--- src/rtl/arm_pipelined_mem_arbiter.sv ---
// Shares one memory port between instruction fetch and the load/store stage.
// Data has priority, fetch is protected from starvation, and a watchdog abandons stuck transactions.
module arm_pipelined_mem_arbiter #(
  parameter int ADDR_W       = 32,
  parameter int DATA_W       = 32,
  parameter int STARVE_LIMIT = 4,
  parameter int TIMEOUT      = 255
) (
  input  logic              i_CLK,
  input  logic              i_RESET,
  input  logic              i_Fetch_Req,
  input  logic [ADDR_W-1:0] i_Fetch_Addr,
  output logic [DATA_W-1:0] o_Fetch_Instr,
  output logic              o_Fetch_Valid,
  input  logic              i_Data_Req,
  input  logic              i_Data_We,
  input  logic [ADDR_W-1:0] i_Data_Addr,
  input  logic [DATA_W-1:0] i_Data_WData,
  output logic [DATA_W-1:0] o_Data_RData,
  output logic              o_Data_Valid,
  input  logic              i_Flush,
  output logic              o_Stall_Fetch,
  output logic              o_Stall_Mem,
  output logic              o_Mem_Req,
  output logic              o_Mem_We,
  output logic [ADDR_W-1:0] o_Mem_Addr,
  output logic [DATA_W-1:0] o_Mem_WData,
  input  logic              i_Mem_Ready,
  input  logic [DATA_W-1:0] i_Mem_RData,
  output logic              o_Error,
  output logic [1:0]        o_Dbg_State
);

  // Handshakes: a requester holds Req (and its address/data) until its Valid
  // pulses; the memory transaction completes on the edge where
  // o_Mem_Req & i_Mem_Ready, and o_Mem_Req is never withdrawn before that
  // edge except on watchdog timeout or reset.

  localparam int SW = $clog2(STARVE_LIMIT + 1);
  localparam int WW = $clog2(TIMEOUT + 1);
  localparam logic [SW-1:0] STARVE_MAX = SW'(STARVE_LIMIT);
  localparam logic [WW-1:0] WAIT_LAST  = WW'(TIMEOUT - 1);

  typedef enum logic [1:0] {
    S_IDLE  = 2'd0,
    S_FETCH = 2'd1,
    S_DATA  = 2'd2,
    S_DRAIN = 2'd3
  } state_t;

  state_t        state;
  logic [SW-1:0] starve_cnt;
  logic [WW-1:0] wait_cnt;

  logic fetch_elig;
  logic data_elig;
  logic grant_data;
  logic grant_fetch;
  logic wait_expired;

  // A requester whose Valid is high this cycle is completing and must not be re-granted.
  always_comb begin
    fetch_elig   = i_Fetch_Req & ~o_Fetch_Valid & ~i_Flush;
    data_elig    = i_Data_Req & ~o_Data_Valid;
    grant_data   = data_elig & ((starve_cnt < STARVE_MAX) | ~fetch_elig);
    grant_fetch  = fetch_elig & ~grant_data;
    wait_expired = ~i_Mem_Ready & (wait_cnt == WAIT_LAST);
  end

  assign o_Stall_Fetch = i_Fetch_Req & ~o_Fetch_Valid;
  assign o_Stall_Mem   = i_Data_Req & ~o_Data_Valid;
  assign o_Dbg_State   = state;

  always_ff @(posedge i_CLK) begin
    if (i_RESET) begin
      state         <= S_IDLE;
      starve_cnt    <= '0;
      wait_cnt      <= '0;
      o_Mem_Req     <= 1'b0;
      o_Mem_We      <= 1'b0;
      o_Mem_Addr    <= '0;
      o_Mem_WData   <= '0;
      o_Fetch_Instr <= '0;
      o_Fetch_Valid <= 1'b0;
      o_Data_RData  <= '0;
      o_Data_Valid  <= 1'b0;
      o_Error       <= 1'b0;
    end else begin
      o_Fetch_Valid <= 1'b0;
      o_Data_Valid  <= 1'b0;
      case (state)
        S_IDLE: begin
          if (grant_data) begin
            state       <= S_DATA;
            wait_cnt    <= '0;
            o_Mem_Req   <= 1'b1;
            o_Mem_We    <= i_Data_We;
            o_Mem_Addr  <= i_Data_Addr;
            o_Mem_WData <= i_Data_WData;
            if (fetch_elig && starve_cnt != STARVE_MAX) begin
              starve_cnt <= starve_cnt + SW'(1);
            end
          end else if (grant_fetch) begin
            state      <= S_FETCH;
            wait_cnt   <= '0;
            starve_cnt <= '0;
            o_Mem_Req  <= 1'b1;
            o_Mem_We   <= 1'b0;
            o_Mem_Addr <= i_Fetch_Addr;
          end
        end

        S_FETCH: begin
          if (i_Mem_Ready) begin
            state     <= S_IDLE;
            o_Mem_Req <= 1'b0;
            o_Mem_We  <= 1'b0;
            // A flush landing on the completion edge discards the word.
            if (!i_Flush) begin
              o_Fetch_Instr <= i_Mem_RData;
              o_Fetch_Valid <= 1'b1;
            end
          end else if (wait_expired) begin
            state     <= S_IDLE;
            o_Mem_Req <= 1'b0;
            o_Mem_We  <= 1'b0;
            o_Error   <= 1'b1;
          end else if (i_Flush) begin
            state    <= S_DRAIN;
            wait_cnt <= '0;
          end else begin
            wait_cnt <= wait_cnt + WW'(1);
          end
        end

        S_DATA: begin
          if (i_Mem_Ready) begin
            state        <= S_IDLE;
            o_Mem_Req    <= 1'b0;
            o_Mem_We     <= 1'b0;
            o_Data_Valid <= 1'b1;
            if (!o_Mem_We) begin
              o_Data_RData <= i_Mem_RData;
            end
          end else if (wait_expired) begin
            state     <= S_IDLE;
            o_Mem_Req <= 1'b0;
            o_Mem_We  <= 1'b0;
            o_Error   <= 1'b1;
          end else begin
            wait_cnt <= wait_cnt + WW'(1);
          end
        end

        S_DRAIN: begin
          // The flushed fetch still owns the port until memory answers.
          if (i_Mem_Ready) begin
            state     <= S_IDLE;
            o_Mem_Req <= 1'b0;
            o_Mem_We  <= 1'b0;
          end else if (wait_expired) begin
            state     <= S_IDLE;
            o_Mem_Req <= 1'b0;
            o_Mem_We  <= 1'b0;
            o_Error   <= 1'b1;
          end else begin
            wait_cnt <= wait_cnt + WW'(1);
          end
        end

        default: begin
          state     <= S_IDLE;
          o_Mem_Req <= 1'b0;
          o_Mem_We  <= 1'b0;
        end
      endcase
    end
  end

endmodule

--- config.mk ---
export PLATFORM = sky130hd
export DESIGN_NAME = arm_pipelined_mem_arbiter
export DESIGN_NICKNAME = d
export VERILOG_FILES = /design/src/rtl/arm_pipelined_mem_arbiter.sv
export SDC_FILE = /design/constraint.sdc
export NUM_CORES = 1
export LEC_CHECK = 0
export ABC_AREA = 1
export BUFFER_PORTS_ARGS = -buffer_cell sky130_fd_sc_hd__buf_2
export CAP_MARGIN = 25
export CORE_MARGIN = 2
export CORE_UTILIZATION = 46
export DETAILED_ROUTE_END_ITERATION = 8
export PLACE_DENSITY = 0.8
export SYNTH_ARGS = -nofsm -noshare
export SYNTH_HDL_FRONTEND = slang
export SYNTH_SLANG_ARGS = --single-unit
--- constraint.sdc ---
create_clock -name i_CLK -period 2.17 [get_ports i_CLK]
set_input_delay 0.3255 -clock i_CLK [delete_from_list [all_inputs] [get_ports i_CLK]]
set_output_delay 0.3255 -clock i_CLK [all_outputs]
set_load 0.03 [all_outputs]
==> run_results.csv, run 1 <==
group,metric,value,unit
yosys,syn_area,6040,um^2
finish,finalNetCount,1174,
global_routing,grt.total_usage,23.52,%
detailed_routing,drc_errors,0,
worst_hold_path,min_path_type,"input pin to register",
worst_setup_path,cp.required,2480,ps
worst_setup_path,startpoint_type,"register",
die,io_pins,272,
sta,relSlewSlack,46.11,%
worst_setup_path,timing.rr.start,"o_Fetch_Valid",
die,core,12720,um^2
finish,diodes,0,
worst_setup_path,cp_max_fo,34,
yosys,synth.largest_area_cell,"dfxtp_1",
yosys,synth-edff-count,0,
finish,stdcell_area,7954,um^2
sta,hold_violations,0,
global_routing,grt_max_degree,94,
sta,final.period_utilization,79.12,%
power,leakagePower,4.109,nW
die,floorplan.die_area,14060,um^2
global_routing,grt_pass1_vias,5497,
die,die_w,118.6,um
sta,layout_min_cycle_time,1717,ps
detailed_routing,drt-wirelength-per-cell,13.57,um
yosys,ys_ff_latch,146,
global_routing,antenna_found_initial,0,
finish,nFillCells,1171,
sta,fin_ws,453.1,ps
finish,post_route_cells_drive_above_1_share,33.87,%
global_routing,grt_pass1_wl,26630,um
global_routing,gr-total-overflow,0,
worst_setup_path,endpoint_kind,"register",
yosys,synthCells,783,
detailed_routing,dr.pass1.iters,5,
placed_design,hpwl,11490,um
power,power.density,1330,nW/um^2
power,ir_drop,0.7166,mV
yosys,synth.top_cell.area_share,48.39,%
yosys,netlist-cell-type-count,34,
placed_design,numPortBuffers,271,
worst_setup_path,arrival,2030,ps
yosys,synth.yosys.seq_area_share,48.39,%
detailed_routing,wl,16550,um
sta,tightest_slew,808.4,ps
die,die_h,118.6,um
sta,max_freq,582.5,MHz
finish,syn_to_final_growth,31.70,%
worst_setup_path,cp_common_cell,"nor2_1",
die,core.rowCount,41,
sta,setup_violations,0,
sta,drv_slew,0,
clocking,htreeDepth,4,
yosys,async_reset_ff_share,0,%
placed_design,preCtsSetupSlack,320.7,ps
detailed_routing,viasPerCell,4.812,
detailed_routing,drtAntennaViolNets,0,
clocking,cts.sinks,146,
die,start_util,47.47,%
yosys,synth_warnings,0,
yosys,synthTopCellsByArea,"dfxtp_1 (48%), nor2_1 (13%), o21ai_0 (6.1%)",
worst_setup_path,path_cells,"nor3_4 -> nand2_2 -> nand2_8 -> nor2_8 -> clkinv_2 -> nor2_1 -> nor2_1",
worst_setup_path,reg2reg_slack,450,ps
worst_setup_path,criticalPathCategory,"register to register",
worst_setup_path,crit_start,"o_Fetch_Valid",
clocking,clockRootBuffer,"clkbuf_16",
worst_setup_path,cp-endpoint,"o_Mem_WData[27]",
sta,rsz0062_at_grt,"no",
clocking,clk_pin_slew,60,ps
worst_setup_path,slowest_stage,"dfxtp_1",
clocking,post-cts-setup-buffers,0,
yosys,yosysMostFrequentCell,"nor2_1",
sta,finalClockSkew,8.146,ps
worst_setup_path,slowest_delay,390,ps
clocking,cts_made_buffers,17,
power,power.total,10.58,mW
clocking,cts_hold_repair.buffers,0,
detailed_routing,drt_iter0_markers,280,
detailed_routing,dr_total_vias,5871,
worst_setup_path,r2r_cells,7,
worst_setup_path,r2r-end,"o_Mem_WData[27]",
clocking,cts_max_path_buffers,2,
placed_design,placed_cell_area,7383,um^2
yosys,synth_ff_type,"dfxtp_1",
yosys,synth.top_cells.by_count,"nor2_1 (208), dfxtp_1 (146), nand2_1 (97)",
sta,hold_slack,127.6,ps
run_status,status,"complete, no violations",
clocking,clk_latency,420,ps
placed_design,gp_congestion,0.8585,
clocking,cts_tree,"done",
clocking,cts-resized-gates,0,
sta,tns,0,ps
run,maxCapViolations,0,
yosys,syn_area_per_cell,7.713,um^2
yosys,synth.net_count,922,
## layer usage
layer	global-route usage, %	vias up	share of wire (%)
met5	0	-	0
met4	9.375	0	2.1
met3	8.253	25	8.7
met2	40.19	240	48
met1	26.72	2583	41
li1	-	3023	-
## flip-flops by register name (all words and copies together), names as in the netlist
name,count
o_Error,1
o_Mem_WData,32
o_Mem_Req,1
o_Fetch_Instr,32
o_Mem_We,1
o_Dbg_State,2
o_Mem_Addr,32
o_Fetch_Valid,1
o_Data_RData,32
wait_cnt,8
o_Data_Valid,1
starve_cnt,3
## per-stage QoR
step	utilization, %	instances
2_1_floorplan	-	783
3_3_place_gp	58.04	1188
3_5_place_dp	58.04	1188
4_1_cts	62.52	1220
5_1_grt	62.52	1220
6_report	62.52	1220
## placed cells by master (no fill, tap or decap), drive strengths merged
| master | n |
|---|---|
| buf | 280 |
| nor2 | 214 |
| dfxtp | 146 |
| nand2 | 110 |
| o21ai | 102 |
| inv | 59 |
| nand3 | 44 |
| o211ai | 32 |
| clkbuf | 18 |
| a21oi | 11 |
| clkinvlp | 7 |
| nor3 | 6 |
| nand4 | 5 |
| clkinv | 5 |
| ha | 4 |
| xor2 | 2 |
| xnor2 | 1 |
| o21a | 1 |
| bufinv | 1 |
## area by class of cell
| cell class | instances | area [um^2] | share of cell area, % |
|---|---|---|---|
| Clock buffer | 18 | 439.2 | 5.521 |
| Tap cell | 172 | 215.2 | 2.706 |
| Clock inverter | 14 | 131.4 | 1.652 |
| Timing Repair Buffer | 280 | 1436 | 18.06 |
| Inverter | 58 | 231.5 | 2.910 |
| Multi-Input combinational cell | 532 | 2577 | 32.41 |
| Sequential cell | 146 | 2923 | 36.75 |
## cells by family after synthesis
kind of cell               after synthesis  share of synthesized area, %
and+or+nand+nor                        379                         27.39
AOI/OAI and AO/OA                      146                         14.03
DFF                                    146                         48.39
buffers and inverters                  105                         8.929
adders and majority gates                4                        0.8287
xor gates and xnor gates                 3                        0.4351
## worst max-delay path: cells and delay by family (launching register included)
family                 cells  cell delay [ps]
buffers and inverters      1              380
DFF                        1              390
and+or+nand+nor            6              820
## how the worst min path moves through the flow
| stage | cells past startpoint | endpoint | start | slack [ps] |
|---|---|---|---|---|
| 6_report | 3 | o_Mem_WData[23] | i_Data_WData[23] | 130 |
| 5_1_grt | 3 | o_Mem_WData[15] | i_Data_WData[15] | 130 |
| 4_1_cts | 3 | o_Mem_WData[23] | i_Data_WData[23] | 110 |
| 3_5_place_dp | 1 | o_Error | o_Error | 450 |
| 3_3_place_gp | 1 | o_Error | o_Error | 440 |
| 2_1_floorplan | 2 | o_Data_RData[11] | i_Mem_RData[11] | 460 |
## report_power, final
group,switching (mW),total [mW],internal [mW]
Clock,1.17,2.78,1.62
Combinational,2.93,4.13,1.20
Sequential,0.352,3.66,3.31
Total,4.45,10.6,6.13
Note: power is estimated with default switching activity, not from simulation.
==> inputs of run 2 (changes only) <==
- clock period: 2.17 -> 1.65 ns (I/O delays scaled with it)
==> run 2 against run 1 <==
Against the previous run:
- design area is 3.1% higher
- clock power is 51% higher
- critical path depth is 2 higher
- fmax is 15% higher
- sequential power is 32% higher
- global-route usage is 0.20 points lower
- power is 38% higher
- combinational power is 36% higher
- largest power group unchanged
- highest routed layer is now met5
==> run_results.csv, run 2 (same netlist as run 1, synthesis figures left out) <==
group,metric,value,unit
placed_design,numPortBuffers,271,
global_routing,antenna_found_initial,1,
die,start_util,47.47,%
clocking,clockRootBuffer,"clkbuf_16",
sta,tightest_slew,362.5,ps
clocking,cts_hold_repair.buffers,0,
sta,setup_violations,0,
die,core,12720,um^2
power,ir_drop,1.056,mV
power,power.total,14.64,mW
global_routing,grt_pass1_vias,5575,
die,io_pins,272,
worst_setup_path,slowest_delay,400,ps
sta,tns,0,ps
run,maxCapViolations,0,
sta,final.period_utilization,90.12,%
detailed_routing,dr_total_vias,5964,
power,leakagePower,4.249,nW
sta,finalClockSkew,7.367,ps
placed_design,placed_cell_area,7553,um^2
detailed_routing,drt-wirelength-per-cell,13.47,um
clocking,cts_made_buffers,17,
finish,diodes,0,
placed_design,gp_congestion,0.8513,
finish,syn_to_final_growth,35.78,%
worst_hold_path,min_path_type,"input pin to register",
worst_setup_path,startpoint_type,"register",
detailed_routing,wl,16540,um
detailed_routing,viasPerCell,4.857,
die,core.rowCount,41,
global_routing,gr-total-overflow,0,
finish,mostFrequentLayoutCells,"buf_2 (271), nor2_1 (207), dfxtp_1 (145)",
finish,finalNetCount,1183,
worst_setup_path,crit_start,"wait_cnt[1]",
clocking,clk_pin_slew,60,ps
clocking,clk_latency,420,ps
worst_setup_path,slowest_stage,"dfxtp_1",
detailed_routing,drc_errors,0,
global_routing,grt_max_degree,69,
placed_design,hpwl,11670,um
detailed_routing,drt_iter0_markers,284,
detailed_routing,drtAntennaViolNets,0,
die,floorplan.die_area,14060,um^2
global_routing,grt.total_usage,23.32,%
sta,drv_slew,0,
finish,post_route_cells_drive_above_1_share,34.56,%
worst_setup_path,cp_common_cell,"nand2_1",
detailed_routing,dr.pass1.iters,4,
clocking,cts_tree,"done",
sta,max_freq,672.5,MHz
worst_setup_path,critical-path-top-delay-family,"simple AND/OR/NAND/NOR gates",
global_routing,grt_pass1_wl,26530,um
finish,stdcell_area,8200,um^2
worst_setup_path,path_cells,"ha_1 -> nand2_1 -> nor2_1 -> nand2_1 -> nand2_2 -> nand2_4 -> a21oi_1 -> nand2_1 -> nor2_1",
worst_hold_path,hold_start,"i_Data_WData[21]",
sta,relSlewSlack,75.80,%
run_status,status,"complete, no violations",
sta,hold_violations,0,
die,die_w,118.6,um
worst_setup_path,cp_max_fo,6,
finish,final_common_cell,"buf_2",
clocking,cts_max_path_buffers,2,
worst_setup_path,cp.required,2000,ps
clocking,cts.sinks,146,
worst_setup_path,timing.rr.start,"wait_cnt[1]",
sta,rsz0062_at_grt,"no",
worst_setup_path,path_buf_inv,0,
worst_setup_path,arrival,1840,ps
worst_setup_path,endpoint_kind,"register",
worst_setup_path,criticalPathCategory,"register to register",
die,die_h,118.6,um
clocking,htreeDepth,4,
sta,layout_min_cycle_time,1487,ps
power,power.density,1785,nW/um^2
[run 2: area by class of cell]
class                      instances  area, um^2
fill                            1111        4522
sequential                       146        2924
multi-input combinational        532        2580
timing repair buffer             289        1604
clock buffer                      18       439.2
inverter                          58       231.5
tap                              172       215.2
clock inverter                    13       206.4
[run 2: tightest hold or removal path, cell delays in order]
cell and delay [ps]:
buf_2 70, nor2_1 30, nor2_1 80
[run 2: final timing paths]
path                          end  slack (ps)  cells past startpoint
hold / removal    o_Mem_WData[21]          50                      3
setup reg to reg      wait_cnt[1]         160                      9
hold reg to reg           o_Error         470                      1
setup / recovery      wait_cnt[1]         160                      9
[run 2: repair_timing]
item	4_1_cts	5_1_grt
buffers inserted	0	0
resized for setup	0	1
setup endpoints to repair	0	1
hold endpoints to repair	0	0
[run 2: per-layer routing]
layer  routed length [um]  track usage (%)  vias up
met5                   13                0        -
li1                     -                -     3045
met3                 1515            8.542       39
met1                 6846            26.84     2631
met4                  437            10.12        2
met2                 7727            38.79      247
[run 2: report_power, final]
part / leakage (nW) / internal, mW / switching [mW]
logic: 2.74 / 1.76 / 3.86
registers: 1.20 / 4.36 / 0.465
clock network: 0.313 / 2.72 / 1.48
total: 4.25 / 8.83 / 5.80
[run 2: stage by stage]
stage / cells / hold WS, ps / worst slack, ps / utilization (%)
after global placement: 1197 / 446.6 / 208.0 / 59.37
after CTS: 1228 / 36.46 / 13.28 / 64.45
after global routing: 1228 / 44.21 / 7.030 / 64.46
after floorplan: 783 / 382.4 / 118.9 / -
final: 1228 / 49.93 / 163.0 / 64.46
after detailed placement: 1197 / 461.9 / 159.6 / 59.37
